<file path="src/rtl/pu_interrupt_pkg.sv">
// pu_interrupt_pkg: shared interrupt-controller types, Int_ctrl_reg field layout and the pin polarity helper.
package pu_interrupt_pkg;
   localparam int NUM_GIN_PINS = 4;
   typedef logic [NUM_GIN_PINS-1:0] Gin_vec;
   // Int_ctrl_reg layout: [3:0] gin_mask, [7:4] gin_sense_level, [11:8] gin_trigger, [12] doorbell_en; rest reserved
   localparam int MASK_LSB  = 0;
   localparam int SENSE_LSB = 4;
   localparam int TRIG_LSB  = 8;
   localparam int DB_EN_BIT = 12;
   function automatic Gin_vec gin_active(input Gin_vec level, input Gin_vec trigger);
      return level ^ trigger;
   endfunction
endpackage

</file>
<file path="src/rtl/pu_gin_sync.sv">
// pu_gin_sync: N-bit multi-flop synchronizer for the asynchronous gin pins.
module pu_gin_sync #(
   parameter int N      = 4,
   parameter int STAGES = 2
) (
   input  logic         clk,
   input  logic         reset,
   input  logic [N-1:0] d,
   output logic [N-1:0] q
);
   logic [STAGES-1:0][N-1:0] chain;
   always_ff @(posedge clk or negedge reset)
      if (!reset) chain <= '0;
      else        chain <= {chain[STAGES-2:0], d};
   assign q = chain[STAGES-1];
endmodule

</file>
<file path="src/rtl/pu_ext_int_ctrl.sv">
// pu_ext_int_ctrl: gin edge/level interrupt sensing with pending state, plus doorbell request handshake.
module pu_ext_int_ctrl
   import pu_interrupt_pkg::*;
#(
   parameter int NUM_GIN     = NUM_GIN_PINS,
   parameter int SYNC_STAGES = 2
) (
   input  logic               clk,
   input  logic               reset,
   input  logic [31:0]        ctrl,
   input  logic [NUM_GIN-1:0] gin,
   input  logic [NUM_GIN-1:0] pending_clr,
   input  logic               doorbell_req,
   input  logic               doorbell_ack,
   output logic [NUM_GIN-1:0] pending,
   output logic               ext_input,
   output logic               doorbell
);
   logic [NUM_GIN-1:0] s, prev, act, pact, set, pend_nxt, mask, sense, trig;
   logic [2:0] warm;
   logic db_pending, db_en;
   logic unused_ctrl;
   assign mask        = ctrl[MASK_LSB +: NUM_GIN];
   assign sense       = ctrl[SENSE_LSB +: NUM_GIN];
   assign trig        = ctrl[TRIG_LSB +: NUM_GIN];
   assign db_en       = ctrl[DB_EN_BIT];
   assign unused_ctrl = ^ctrl[31:DB_EN_BIT+1];
   pu_gin_sync #(.N(NUM_GIN), .STAGES(SYNC_STAGES)) u_sync (
      .clk   (clk),
      .reset (reset),
      .d     (gin),
      .q     (s)
   );
   // both act and pact use the current trigger so a trigger write alone never looks like an edge
   always_comb begin
      act      = gin_active(s, trig);
      pact     = gin_active(prev, trig);
      set      = act & ~pact & {NUM_GIN{warm == 3'd0}};
      pend_nxt = (sense & act) | (~sense & (set | (pending & ~pending_clr)));
   end
   always_ff @(posedge clk or negedge reset)
      if (!reset) begin
         prev       <= '0;
         pending    <= '0;
         warm       <= 3'(SYNC_STAGES + 1);
         db_pending <= 1'b0;
         ext_input  <= 1'b0;
         doorbell   <= 1'b0;
      end else begin
         prev       <= s;
         pending    <= pend_nxt;
         warm       <= (warm == 3'd0) ? 3'd0 : warm - 3'd1;
         db_pending <= doorbell_req | (db_pending & ~doorbell_ack);
         ext_input  <= |(pending & mask);
         doorbell   <= db_pending & db_en;
      end
endmodule

</file>
<file path="config.mk">
export PLATFORM = sky130hd
export DESIGN_NAME = pu_ext_int_ctrl
export DESIGN_NICKNAME = d
export VERILOG_FILES = /design/src/rtl/pu_interrupt_pkg.sv /design/src/rtl/pu_gin_sync.sv /design/src/rtl/pu_ext_int_ctrl.sv
export SDC_FILE = /design/constraint.sdc
export NUM_CORES = 1
export LEC_CHECK = 0
export ABC_AREA = 0
export CAP_MARGIN = 20
export CORE_MARGIN = 5
export CORE_UTILIZATION = 36
export DETAILED_ROUTE_END_ITERATION = 8
export PLACE_DENSITY = 0.77
export SETUP_SLACK_MARGIN = 0.5
export SLEW_MARGIN = 20
export SYNTH_ARGS = -nofsm -noshare
export SYNTH_HDL_FRONTEND = slang
export SYNTH_SLANG_ARGS = --single-unit
export TNS_END_PERCENT = 50
</file>
<file path="constraint.sdc">
create_clock -name clk -period 1.45 [get_ports clk]
set_clock_uncertainty 0.1 [all_clocks]
set_input_delay 0.2175 -clock clk [delete_from_list [all_inputs] [get_ports clk]]
set_output_delay 0.2175 -clock clk [all_outputs]
set_load 0.005 [all_outputs]
</file>
# [Word-level counts from Yosys, hierarchy flattened]
# Cells that the tools add are included.
[totals] elab_cells=29 reg_bits=22 inputBits=44
[op_classes] mux=1 n_reduce_logical=2 addsub=1 n_bitwise=17
[op_table] operator="$and A4 B4 Y4" n=6
[op_table] operator="$not A4 Y4" n=3
[op_table] operator="$or A4 B4 Y4" n=2
[op_table] operator="$xor A4 B4 Y4" n=2
[op_table] operator="$reduce_or A4 Y1" n=1
[op_table] operator="$logic_not A3 Y1" n=1
[op_table] operator="$mux W3" n=1
[op_table] operator="$sub A3 B1 Y3 const B" n=1
[op_table] operator="$and A1 B1 Y1" n=2
[op_table] operator="$not A1 Y1" n=1
[op_table] operator="$or A1 B1 Y1" n=1

# [Depth between registers and ports, before layout]
# Gate-level depths: netlist of run 1.
[depth] depth_word=7 depth_mapped=4

# [By module]
# Synthesis of run 1 repeated with hierarchy kept, for this count alone.
[unflattened] hier_cells=75 hier_area_um2=887.1
[modules_own_cells] module="pu_ext_int_ctrl" n_inst=1 area_per_inst_um2=656.9 cells_per_inst=63
[modules_own_cells] module="pu_gin_sync" n_inst=1 area_per_inst_um2=230.2 cells_per_inst=12

# [Least setup slack after synthesis of run 1]
# No wires, ideal clock.
[synth_path] path_kind="register to register" startpoint="reg warm[1]" endpoint="reg pending[0]" synth_period_minus_slack_ns=1.179 path_buffers=1 setup_slack_ns=0.271 path_stages_with_launch=5 t_arrival_ns=0.948 cell_sequence="dfstp_2 > buf_2 > nor3_4 > a21oi_1 > o211ai_2"
[synth_via] elab_chain_len=5
[synth_rtl] element="start: declaration" line="pu_ext_int_ctrl.sv:20" text="logic [2:0] warm;"
[synth_rtl] element="start signal: assignment" line="pu_ext_int_ctrl.sv:45" text="warm <= 3'(SYNC_STAGES + 1);"
[synth_rtl] element="start signal: assignment" line="pu_ext_int_ctrl.sv:52" text="warm <= (warm == 3'd0) ? 3'd0 : warm - 3'd1;"
[synth_rtl] element="$logic_not A3 Y1" line="pu_ext_int_ctrl.sv:38" text="set = act & ~pact & {NUM_GIN{warm == 3'd0}};"
[synth_rtl] element="$and A4 B4 Y4" line="pu_ext_int_ctrl.sv:38"
[synth_rtl] element="$or A4 B4 Y4" line="pu_ext_int_ctrl.sv:39" text="pend_nxt = (sense & act) | (~sense & (set | (pending & ~pending_clr)));"
[synth_rtl] element="$and A4 B4 Y4" line="pu_ext_int_ctrl.sv:39"
[synth_rtl] element="$or A4 B4 Y4" line="pu_ext_int_ctrl.sv:39"
[synth_rtl] element="named net pend_nxt[0]" line="pu_ext_int_ctrl.sv:19" text="logic [NUM_GIN-1:0] s, prev, act, pact, set, pend_nxt, mask, sense, trig;"
[synth_rtl] element="end signal: assignment" line="pu_ext_int_ctrl.sv:51" text="pending <= pend_nxt;"
[synth_rtl] element="end: declaration" line="pu_ext_int_ctrl.sv:15" text="output logic [NUM_GIN-1:0] pending,"
# The timed path passes the listed nets, and every way through them passes these cells.

# [Worst setup path after layout of run 1]
[layout_path] startpoint="reg warm[2]" endpoint="reg pending[0]"
# The elaborated chain is that of the path after synthesis.

==> results.md, run 1 <==
- Status: finished clean
- Seq cells post-synth: 22
- Syn avg cell area: 12.1 sq um
- Final non-filler cell area: 1270 sq um
- Xor/xnor share of the synthesized area: 0
- Crit-path slowest cell: dfrtp_2
- Final setup fails: 0
- CP max stage delay: 500 ps
- Die area: roughly 3500 sq um
- Clock sinks: 22
- Congestion Overflow GR: 0
- Compound-cell area share of the yosys netlist: 0.131
- Antenna diode count: 0
- Clk pin slew, worst setup/hold paths: roughly 120 ps
- Sw Pwr: 0.000266 W
- Post-synth top area share: 0.584
- CTS buffer count: 3
- Wirelength per Cell: about 13 um
- Syn Inst Count: 71
- Core Rows: 17
- DP Area: between 1000 and 1500 sq um
- Main combinational cell family by area after synthesis: simple AND/OR/NAND/NOR gates
- Maximum operating frequency: around 0.80 GHz
- IO buf count: 30
- Maxcap violations: 0
- Max Slew Vio Count: 0
- Lkg Pwr: ~0.55 nW
- Final HPWL DP: between 1000 and 1500 um
- Die H: around 60 um
- Vias in the first global route: 705
- Sequential share of power: 0.508
- Most common cell after layout, fill and taps aside: clkdlybuf4s50_1
- Share of cells above drive strength 1: 0.284
- Placer Congestion: approximately 0.74
- Clock share of power: 0.351
- Adder-cell share of the synthesized area: 0
- Initial antenna violation count: 0
- CTS root buf: clkbuf_4
- First-pass GRT wire length: ~2900 um
- Minimum clock period: ~1200 ps
- Sequential share of the synthesized area: 0.645
- Post-DRT Antenna Nets: 0
- CP startpoint kind: flop
- Synth top area cells: dfrtp_1, dfstp_2, o211ai_2, nor2b_1, nand2_1
- H-tree depth: 1
- P&R area growth vs syn: 48.8%
- CP Data Required Time: about 1600 ps
- Syn nets: 115
- Register-to-Register Setup Slack: around 200 ps
- Core ar.: about 2200 sq um
- Number of library cell types mapped by synthesis: 17
- Yosys Warn Count: 0
- Number of remaining DRC errors: 0
- Mux contribution to synthesized area: 0
- CTS Buffer Depth: 2
- Bufs and invs on worst path: 0
- IR drop worst, VDD: around 740 uV
- Wirelength, routed: ~1800 um
- CP Cell Sequence: nor4_1 -> o21ai_1 -> o211ai_2
- Starting Density: 0.384
- Final Hold Vio Count: 0
- Worst EP arrival: 1380 ps
- Post-Syn Area: 857 sq um
- Initial drt markers: 16
- Int Power: ~0.0010 W
- Comb power frac: 0.141
- Die X: a little under 60 um
- Setup TNS: 0 ps
- Clock Latency Late Sink: just over 300 ps
- Drt first pass iters: 4
- Commonest cells after routing, fill and taps aside: clkdlybuf4s50_1, dfrtp_1, nand2_1
- Hold Buf Count CTS: 0
- Switching part of the total: 0.203
- CP top delay family: flip-flops
- RSZ-0062 raised after global routing: true
- Worst Tran Pin Value: roughly 360 ps
- Crit path max fanout: 8
- CTS tree: yes
- Top-Level Pins: 50
- Yosys top cell by area: dfrtp_1
- Number of vias per cell: roughly 4.9
- Largest net degree at the start of global routing: 14
- Final nets: 154
- Hold Crit Class: input pin to asynchronous set/reset pin
- Slew margin rel.: 0.757
- Crit path kind: flop to flop
- Final worst-path cycle share: 0.862
- Simple-gate area share of the yosys netlist: 0.187
- Power density cells: ~1000 nW/um^2
- GRT Total Usage: 0.108
- Worst setup EP type: flop
- DR vias: between 600 and 700
- Filler instances: 194
[registers in the layout, indices dropped and copies added, names as in the netlist]
signal and count:
pending 4, prev 4, u_sync.chain 4, u_sync.q 4, warm 3, db_pending 1, doorbell 1, ext_input 1
[area by class of cell]
class,instances,area [sq um],area share
Clock inverter,1,30.0,0.0236
Timing Repair Buffer,37,323,0.253
Inverter,1,3.75,0.00294
Multi-Input combinational cell,45,307,0.240
Sequential cell,22,554,0.435
Tap cell,28,35.0,0.0275
Clock buffer,3,22.5,0.0177
[synthesized netlist by cell type]
| library cell | n |
|---|---|
| a22oi_1 | 2 |
| nor4_1 | 4 |
| and2_1 | 1 |
| buf_2 | 1 |
| o211ai_2 | 4 |
| inv_1 | 1 |
| buf_6 | 2 |
| nor3_4 | 1 |
| nor2b_1 | 5 |
| dfstp_2 | 2 |
| a21o_1 | 1 |
| nor2_1 | 7 |
| nand2_1 | 8 |
| nand2b_1 | 4 |
| dfrtp_1 | 20 |
| a21oi_1 | 4 |
| o21ai_1 | 4 |
[worst reg2reg max path, stage by stage, from the launching register on]
cell,delay (ps)
dfrtp_2,500
nor4_1,380
o21ai_1,120
o211ai_2,70
[timing repair]
| action | in CTS | in global routing |
|---|---|---|
| setup endpoints to repair | 13 | 14 |
| endpoints found under the hold margin | 0 | 0 |
| buffers inserted | 3 | 2 |
| pin swaps | 1 | 2 |
| resized for setup | 23 | 4 |
[path summary, 6_finish.rpt]
| kind | start | endpoint | cells past startpoint |
|---|---|---|---|
| max | warm[2]$_DFF_PN0_ | pending[0]$_DFF_PN0_ | 3 |
| min | reset | u_sync.q[2]$_DFF_PN0_ | 1 |
| max reg2reg | warm[2]$_DFF_PN0_ | pending[0]$_DFF_PN0_ | 3 |
| min reg2reg | u_sync.chain[2]$_DFF_PN0_ | u_sync.q[2]$_DFF_PN0_ | 0 |
| max in group asynchronous | reset | u_sync.q[0]$_DFF_PN0_ | 2 |
| min in group clk | gin[2] | u_sync.chain[2]$_DFF_PN0_ | 1 |
[stage by stage]
step,setup WS [ps],hold WS [ps],cells,power [W],utilization
2_1_floorplan,336,-178,71,0.000726,-
3_3_place_gp,228,232,128,0.000854,0.535
3_5_place_dp,180,235,128,0.000861,0.535
4_1_cts,214,71.9,135,0.00132,0.558
5_1_grt,121,71.5,137,0.00137,0.571
6_report,201,66.9,137,0.00131,0.571
[logic make-up (layout without fill, tap and decap cells)]
group                  after synthesis  in the layout
and+or+nand+nor                     30             30
buffers and inverters                4             42
AOI/OAI and AO/OA                   15             15
DFF                                 22             22
[metal layers]
layer | vias up | track usage | wire length [um]
li1 | 319 | - | -
met1 | 326 | 0.123 | 702
met2 | 22 | 0.191 | 985
met3 | 0 | 0.0263 | 117
met4 | 0 | 0.0421 | 0
met5 | - | 0 | 0
[power by group through the flow]
stage	clock (W)	sequential (W)	combinational [W]
finish	0.000461	0.000668	0.000186
floorplan	0	0.000681	0.0000453
global placement	0	0.000682	0.000172
global route	0.000494	0.000672	0.000203
CTS	0.000470	0.000667	0.000179
detailed placement	0	0.000683	0.000178
Power figures use the tool's default switching activity.
==> inputs of run 2 (changes only) <==
--- a/config.mk
+++ b/config.mk
@@ -6,12 +6,11 @@
 export NUM_CORES = 1
 export LEC_CHECK = 0
 export ABC_AREA = 0
-export CAP_MARGIN = 20
+export CAP_MARGIN = 40
 export CORE_MARGIN = 5
 export CORE_UTILIZATION = 36
 export DETAILED_ROUTE_END_ITERATION = 8
 export PLACE_DENSITY = 0.77
-export SETUP_SLACK_MARGIN = 0.5
 export SLEW_MARGIN = 20
 export SYNTH_ARGS = -nofsm -noshare
 export SYNTH_HDL_FRONTEND = slang
==> results.md, run 2 (synthesis gave the netlist of run 1 again) <==
- Vias in the first global route: 710 (+0.71%)
- CTS buffer count: 3 (unchanged)
- Worst setup EP type: output port
- Setup TNS: 0 ps (unchanged)
- Share of cells above drive strength 1: 0.150 (-0.135)
- Wirelength, routed: 1670 um (-7.3%)
- CP top delay family: flip-flops
- H-tree depth: 1 (unchanged)
- Clock Latency Late Sink: 310 ps (about the same)
- Final setup fails: 0 (unchanged)
- Register-to-Register Setup Slack: 220 ps (+20 ps)
- RSZ-0062 raised after global routing: false
- First-pass GRT wire length: 2920 um (+1.9%)
- IO buf count: 30 (unchanged)
- Worst EP arrival: 980 ps (-400 ps)
- CTS tree: yes
- Crit path max fanout: 2 (-6)
- Core Rows: 17 (unchanged)
- Antenna diode count: 0 (unchanged)
- Power density cells: 955 nW/um^2 (-7.4%)
- Top-Level Pins: 50 (unchanged)
- Layer with the highest usage: met2
- IR drop worst, VDD: 614 uV (-17%)
- CTS root buf: clkbuf_4
- Final HPWL DP: 1310 um (-5.7%)
- CTS Buffer Depth: 2 (unchanged)
- CP startpoint kind: flop
- Congestion Overflow GR: 0 (unchanged)
- Hold Crit Class: input pin to asynchronous set/reset pin
- Reg2reg path depth: 3 (unchanged)
- Wirelength per Cell: 12.4 um (-5.9%)
- Slew margin rel.: 0.799 (+0.0419)
- Starting Density: 0.384 (unchanged)
- CP Cell Sequence: dlygate4sd2_1
- DR vias: 666 (-0.15%)
- Initial antenna violation count: 0 (unchanged)
- P&R area growth vs syn: 43.6%
- Most common cell after layout, fill and taps aside: clkdlybuf4s50_1
- Worst Tran Pin Value: 298 ps (-64.4 ps)
- Final nets: 152 (-1.3%)
- Clk pin slew, worst setup/hold paths: 120 ps (about the same)
- Die H: 58.8 um (unchanged)
- Maximum operating frequency: 0.770 GHz (-3.8%)
- Met2 usage: 0.180 (-0.0110)
- Max Slew Vio Count: 0 (unchanged)
- Final Hold Vio Count: 0 (unchanged)
- Number of vias per cell: 4.93 (+1.3%)
- WP depth: 1 (-2)
- Crit path kind: flop to output port
- Minimum clock period: 1300 ps (+49.1 ps)
- Largest net degree at the start of global routing: 23 (+9)
- Commonest cells after routing, fill and taps aside: clkdlybuf4s50_1, dfrtp_1, nand2_1
- GRT met3 Usage: 0.0417 (+0.0154)
- Post-DRT Antenna Nets: 0 (unchanged)
- Clock sinks: 22 (unchanged)
- Maxcap violations: 0 (unchanged)
- Die area: 3460 sq um (unchanged)
- Die X: 58.8 um (unchanged)
- Met1 Use GR: 0.130 (+0.00721)
- Bufs and invs on worst path: 1 (+1)
- Initial drt markers: 26 (+10)
- Final worst-path cycle share: 0.895 (+0.0339)
- Placed cell count: 127 (-0.78%)
- Status: finished clean
- Drt first pass iters: 4 (unchanged)
- Non-filler cells, final: 135 (-1.5%)
- Final Util: 0.551 (-0.0196)
- Placer Congestion: 0.764 (+3.0%)
- CP max stage delay: 410 ps (-90 ps)
- CP Data Required Time: 1130 ps (-450 ps)
- Crit-path slowest cell: dfrtp_1
- Number of remaining DRC errors: 0 (unchanged)
- Lkg Pwr: 0.539 nW (-2.1%)
- GRT Total Usage: 0.112 (+0.00466)
- Tot Pwr: 0.00118 W (-11%)
- Core ar.: 2230 sq um (unchanged)
==> run 2: cell types whose count changed in the layout (fill, tap and decap cells not counted), moves of 2 or more <==
cell           change
buf_4              -2
buf_2              -5
dlygate4sd2_1      +6
a21oi_2            -4
a21oi_1            +4
==> run 2: final timing paths <==
| kind | startpoint | endpoint |
|---|---|---|
| min reg2reg | u_sync.chain[0]$_DFF_PN0_ | u_sync.q[0]$_DFF_PN0_ |
| min | reset | u_sync.q[1]$_DFF_PN0_ |
| max in group asynchronous | reset | warm[1]$_DFF_PN1_ |
| min in group clk | gin[0] | u_sync.chain[0]$_DFF_PN0_ |
| max reg2reg | warm[0]$_DFF_PN1_ | pending[3]$_DFF_PN0_ |
| max | pending[0]$_DFF_PN0_ | pending[0] |
==> run 2: cell type report <==
type | count | area [sq um]
repair buffers | 35 | 330
fillers | 207 | 1000
flip-flops and latches | 22 | 553
clock buffers | 4 | 36.3
multi-input cells | 45 | 273
well taps | 28 | 35.0
inverters | 1 | 3.75
==> run 2: stage by stage <==
| stage | hold slack [ps] | instance area, sq um | setup WS, ps |
|---|---|---|---|
| 2_1_floorplan | -178 | 857 | 271 |
| 3_3_place_gp | 234 | 1170 | 234 |
| 3_5_place_dp | 240 | 1170 | 228 |
| 4_1_cts | 143 | 1230 | 129 |
| 5_1_grt | 146 | 1230 | 88.1 |
| 6_report | 140 | 1230 | 152 |
==> run 2: what timing repair did <==
item,4_1_cts,5_1_grt
hold buffers,0,0
setup buffers,4,0
gates resized for setup,6,0
setup endpoints to repair,6,0
==> run 2: power by group <==
| group | total (W) | internal, W | switching (W) | leakage [nW] |
|---|---|---|---|---|
| sequential | 0.000666 | 0.000650 | 0.0000162 | 0.257 |
| combinational | 0.000177 | 0.000116 | 0.0000613 | 0.261 |
| clock | 0.000332 | 0.000153 | 0.000179 | 0.0210 |
==> run 2: metal layers <==
metal / part of all wire / up-vias
li1: - / 317
met1: 0.39 / 320
met2: 0.49 / 27
met3: 0.10 / 2
met4: 0.0090 / 0
met5: 0 / -
==> variant 1 (settings of run 1) <==
Set the parameter `SYNC_STAGES` to 4 (it was 2).
--- a/src/rtl/pu_ext_int_ctrl.sv
+++ b/src/rtl/pu_ext_int_ctrl.sv
@@ -3,7 +3,7 @@
    import pu_interrupt_pkg::*;
 #(
    parameter int NUM_GIN     = NUM_GIN_PINS,
-   parameter int SYNC_STAGES = 2
+   parameter int SYNC_STAGES = 4
 ) (
    input  logic               clk,
    input  logic               reset,
Function: changed (a bounded check fails within 4 cycles, from zero or initial values and one cycle with reset low).
==> variant 1 against run 1 <==
  * Final area is 16% higher
  * Synthesized cell count is 11% higher
  * Area after synthesis is 23% higher
  * Cell count is 12% higher
  * Wire length is 14% higher
  * Sequential cell count is 8 higher
  * Power is 16% higher
  * Setup slack better by 0.037 ns
  * Critical endpoint is now pending[2]$_DFF_PN0_
  * Largest power group unchanged
  * Highest routed layer is now met4
==> variant 1: results (changes against run 1) <==
Critical path
  • CP max FO: 8 (unchanged)
  • Cells on worst reg2reg path: 3 (unchanged)
  • RR Endpoint: pending[2]$_DFF_PN0_
  • Worst r2r src: warm[0]$_DFF_PN1_
  • Crit path DAT: 1.30 ns (-0.08 ns)

CTS
  • Clk pin slew, worst setup/hold paths: 0.09 ns (-0.03 ns)
  • Clock net sink count: 30 (+36%)
  • Total CTS buffers: 5 (+2)
  • CTS H-Tree Depth: 2 (+1)
  • Post_cts resized: 25 (+8.7%)
  • Postcts setup bufs: 4 (+1)
  • CTS Hold Bufs: 0 (unchanged)

Placed design
  • Dpl hpwl: 1510 um (+8.8%)
  • DP Worst Slack: 0.231 ns (+0.0512 ns)
  • Placed cells: 139 (+8.6%)
  • Placer Congestion: 0.708 (-4.6%)
  • Placed standard-cell area: 1400 um^2 (+17%)

Layout
  • Seq/total area: 0.511 (+0.0758)
  • Multi-Input Combinational: 45 (unchanged)
  • Final-layout clock buffer total: 8 (+5)
  • Filler cells: 253 (+30%)
  • Count of plain and timing-repair buffers: 39 (+5.4%)
  • Fin nets: 166 (+7.8%)
  • Share of cells above drive strength 1: 0.268 (-0.0161)
  • Non-clock buffer share: 0.229 (-0.0246)
  • Post-route insts no fill: 154 (+12%)
  • ClkCell Share: 0.0330 (-0.00819)
  • Largest Register: u_sync.chain
  • Multi-input logic area: 294 um^2 (-4.1%)

Synth
  • Seq/Total Area, Yosys: 0.712 (+0.0672)
  • Area share of the largest cell type after synthesis: 0.663 (+0.0788)
  • Synth top cells by count: 28 x dfrtp_1, 8 x nand2_1, 7 x nor2_1
  • Synth top area cells: dfrtp_1 66%, dfstp_2 5.0%, o211ai_2 4.7%, nor2b_1 3.0%, nand2_1 2.8%
  • Syn Nets: 123 (+7.0%)
  • Fraction of the mapped netlist area in compound gates: 0.107 (-0.0249)
  • Gate Count Post-Synth: 79 (+11%)

Global routing
  • Met2 usage: 0.186 (-0.00492)
  • Vias in the first global route: 831 (+18%)
  • First-pass GRT wire length: 3560 um (+24%)
  • Largest net degree at the start of global routing: 20 (+6)
  • M3 GR Usage: 0.0718 (+0.0455)
  • Met1 usage: 0.111 (-0.0119)
  • Total track usage: 0.112 (+0.00446)

Detailed routing
  • DRT Wirelength: 2070 um (+14%)
  • DRT iter0 DRCs: 14 (-2)
  • Via density: 4.85 (-0.37%)
  • Detailed Routing Iterations Pass 1: 4 (unchanged)

Timing
  • Worst hold slack: 0.123 ns (+0.0565 ns)
  • Slew @ Worst Pin: 0.309 ns (-0.0533 ns)
  • Final Cycle Share: 0.836 (-0.0253)

Power and ir drop
  • VDD IR max: 0.545 mV (-26%)
  • Pleak: 0.650 nW (+18%)
  • Pwr/cell area: 1040 nW/um^2 (+0.41%)

Run status
  • Outcome: finished, final reports clean

Floorplanning
  • Die W: 64.2 um (+9.2%)
==> variant 1: cell types whose count changed in the layout (fill, tap and decap cells not counted) <==
cell	change
bufinv_16	-1
nor4_2	+1
clkbuf_1	+3
buf_2	+1
nor4_4	-1
clkbuf_4	+2
o21ai_2	-1
clkbuf_2	-1
dfrtp_1	+8
o21ai_1	+1
buf_4	+2
==> variant 1: routing by layer <==
| layer | wire [um] | vias up |
|---|---|---|
| met2 | 1030 | 28 |
| li1 | - | 354 |
| met4 | 31 | 0 |
| met3 | 211 | 5 |
| met1 | 790 | 360 |
| met5 | 0 | - |
==> variant 1: where the power goes <==
group / leakage [nW] / internal (mW) / switching [mW] / total (mW)
logic: 0.274 / 0.118 / 0.0689 / 0.187
clock network: 0.0265 / 0.193 / 0.246 / 0.439
registers: 0.349 / 0.884 / 0.0201 / 0.904
total: 0.650 / 1.19 / 0.335 / 1.53
==> variant 1: worst max-delay path: stages (launching register included) <==
cell,delay [ns]
dfstp_2,0.64
nor3_4,0.10
a21oi_2,0.16
o211ai_2,0.10
==> variant 2 (settings of run 1) <==
Made on the original files. Reset style: synchronous (`reset`), changed in 2 clocked blocks. Comments in the files are not updated.
--- a/src/rtl/pu_gin_sync.sv
+++ b/src/rtl/pu_gin_sync.sv
@@ -9,7 +9,7 @@
    output logic [N-1:0] q
 );
    logic [STAGES-1:0][N-1:0] chain;
-   always_ff @(posedge clk or negedge reset)
+   always_ff @(posedge clk)
       if (!reset) chain <= '0;
       else        chain <= {chain[STAGES-2:0], d};
    assign q = chain[STAGES-1];
--- a/src/rtl/pu_ext_int_ctrl.sv
+++ b/src/rtl/pu_ext_int_ctrl.sv
@@ -38,7 +38,7 @@
       set      = act & ~pact & {NUM_GIN{warm == 3'd0}};
       pend_nxt = (sense & act) | (~sense & (set | (pending & ~pending_clr)));
    end
-   always_ff @(posedge clk or negedge reset)
+   always_ff @(posedge clk)
       if (!reset) begin
          prev       <= '0;
          pending    <= '0;
Formal check against the unedited RTL: differs if reset is asserted again (counterexample within 4 cycles, from zero or initial values and one cycle with reset low); with reset held inactive, the same outputs for 10 cycles.
==> variant 2 against run 1 <==
  * Setup slack improved by 0.092 ns
  * Cell count rose by 8.8%
  * Critical path type unchanged
  * Maximum frequency rose by 7.9%
  * Largest cell class unchanged
  * Sequential cell count did not move
  * Largest power group unchanged
  * Power fell by 11%
  * Count of clock-buffer cells in the layout rose by 1
  * Highest routed layer is now met4
  * Final area rose by 1.1%
  * Wire length fell by 6.2%
  * Area after synthesis fell by 2.0%
  * Via count rose by 4.8%
  * Critical endpoint is now pending[0]$_SDFF_PN0_
==> variant 2: results (changes against run 1) <==
Run status
  • Outcome: finished, final reports clean

CTS
  • Clk Latency, worst-skew pair: 0.29 ns (-0.02 ns)

Global routing
  • Vias in the first global route: 670 (-5.0%)
  • Largest net degree at the start of global routing: 16 (+2)

Power and ir drop
  • VDD IR max: 0.567 mV (-23%)
  • Int Pwr: 0.918 mW (-12%)

Layout
  • Non-clock buffer share: 0.267 (+0.0138)
  • Fin nets: 167 (+8.4%)
  • Count of plain and timing-repair buffers: 39 (+5.4%)
  • ClkCell Share: 0.0282 (-0.0131)
  • Multi-Input Combinational: 49 (+8.9%)
  • Non-clock inverter count: 7 (+6)
  • Share of cells above drive strength 1: 0.314 (+0.0296)
  • Final-layout clock buffer total: 4 (+1)
  • Filler cells: 213 (+9.8%)
  • FF+latch area: 449 um^2 (-19%)

Synth
  • Synth top cells by count: 22 x dfxtp_1, 12 x and2_1, 7 x inv_1
  • FFs w/ async S/R, synth: 0 (-1.00)
  • Synth Area per Inst: 10.6 um^2 (-12%)
  • Adder-cell share of the synthesized area: 0.0149 (+0.0149)
  • Seq/Total Area, Yosys: 0.525 (-0.121)
  • Syn Nets: 124 (+7.8%)
  • Synth Area in XOR/XNOR: 0.0417 (+0.0417)
  • Fraction of the mapped netlist area in compound gates: 0.155 (+0.0236)

Min path
  • Min-delay worst type: register to register

Placed design
  • Placer Congestion: 0.723 (-2.6%)
  • DP Worst Slack: 0.00340 ns (-0.177 ns)
  • Placed cells: 137 (+7.0%)

Detailed routing
  • DRT iter0 DRCs: 13 (-3)
  • Via density: 4.69 (-3.6%)
  • Wire per inst: 11.4 um (-14%)

Critical path
  • Crit path DAT: 1.27 ns (-0.11 ns)

Timing
  • Slew @ Worst Pin: 0.350 ns (-0.0124 ns)
-- variant 2: changes by cell type after synthesis, moves of 5 or more --
cell     change
and2_1      +11
dfrtp_1     -20
dfxtp_1     +22
inv_1        +6
nand2_1      -6
nor2_1       -5
nor2b_1      -5
-- variant 2: per-layer routing --
layer	global-route usage	wire length [um]	vias to the layer above
met2	0.185	887	23
met4	0.0596	31	0
met5	0	0	-
met3	0.0373	138	4
li1	-	-	355
met1	0.109	637	317
-- variant 2: worst max-delay path, cell delays in order (launching register included) --
cell and delay [ns]:
dfxtp_2 0.35, nor2_4 0.13, ha_4 0.17, o21ai_1 0.08, a221oi_2 0.25
-- variant 2: what timing repair did --
item / in CTS / in global routing
cloned: 0 / 0
setup endpoints to repair: 12 / 13
hold endpoints to repair: 0 / 0
hold buffers: 0 / 0
buffers inserted: 7 / 1
pin swaps: 2 / 4
gates resized for setup: 31 / 3
-- variant 2: path summary, 6_finish.rpt --
kind	start	endpoint	slack (ns)	cells after the start
max reg2reg	warm[1]$_SDFF_PN1_	pending[0]$_SDFF_PN0_	0.29	4
min	u_sync.chain[1]$_SDFF_PN0_	u_sync.q[1]$_SDFF_PN0_	0.34	1
min reg2reg	u_sync.chain[1]$_SDFF_PN0_	u_sync.q[1]$_SDFF_PN0_	0.34	1
max	warm[1]$_SDFF_PN1_	pending[0]$_SDFF_PN0_	0.29	4
-- variant 2: power by group through the flow --
stage          Combinational, mW  Clock (mW)  Sequential (mW)
2_1_floorplan             0.0622           0            0.668
5_1_grt                    0.206       0.366            0.663
3_3_place_gp               0.164           0            0.669
4_1_cts                    0.183       0.337            0.657
6_report                   0.189       0.320            0.658
3_5_place_dp               0.168           0            0.670
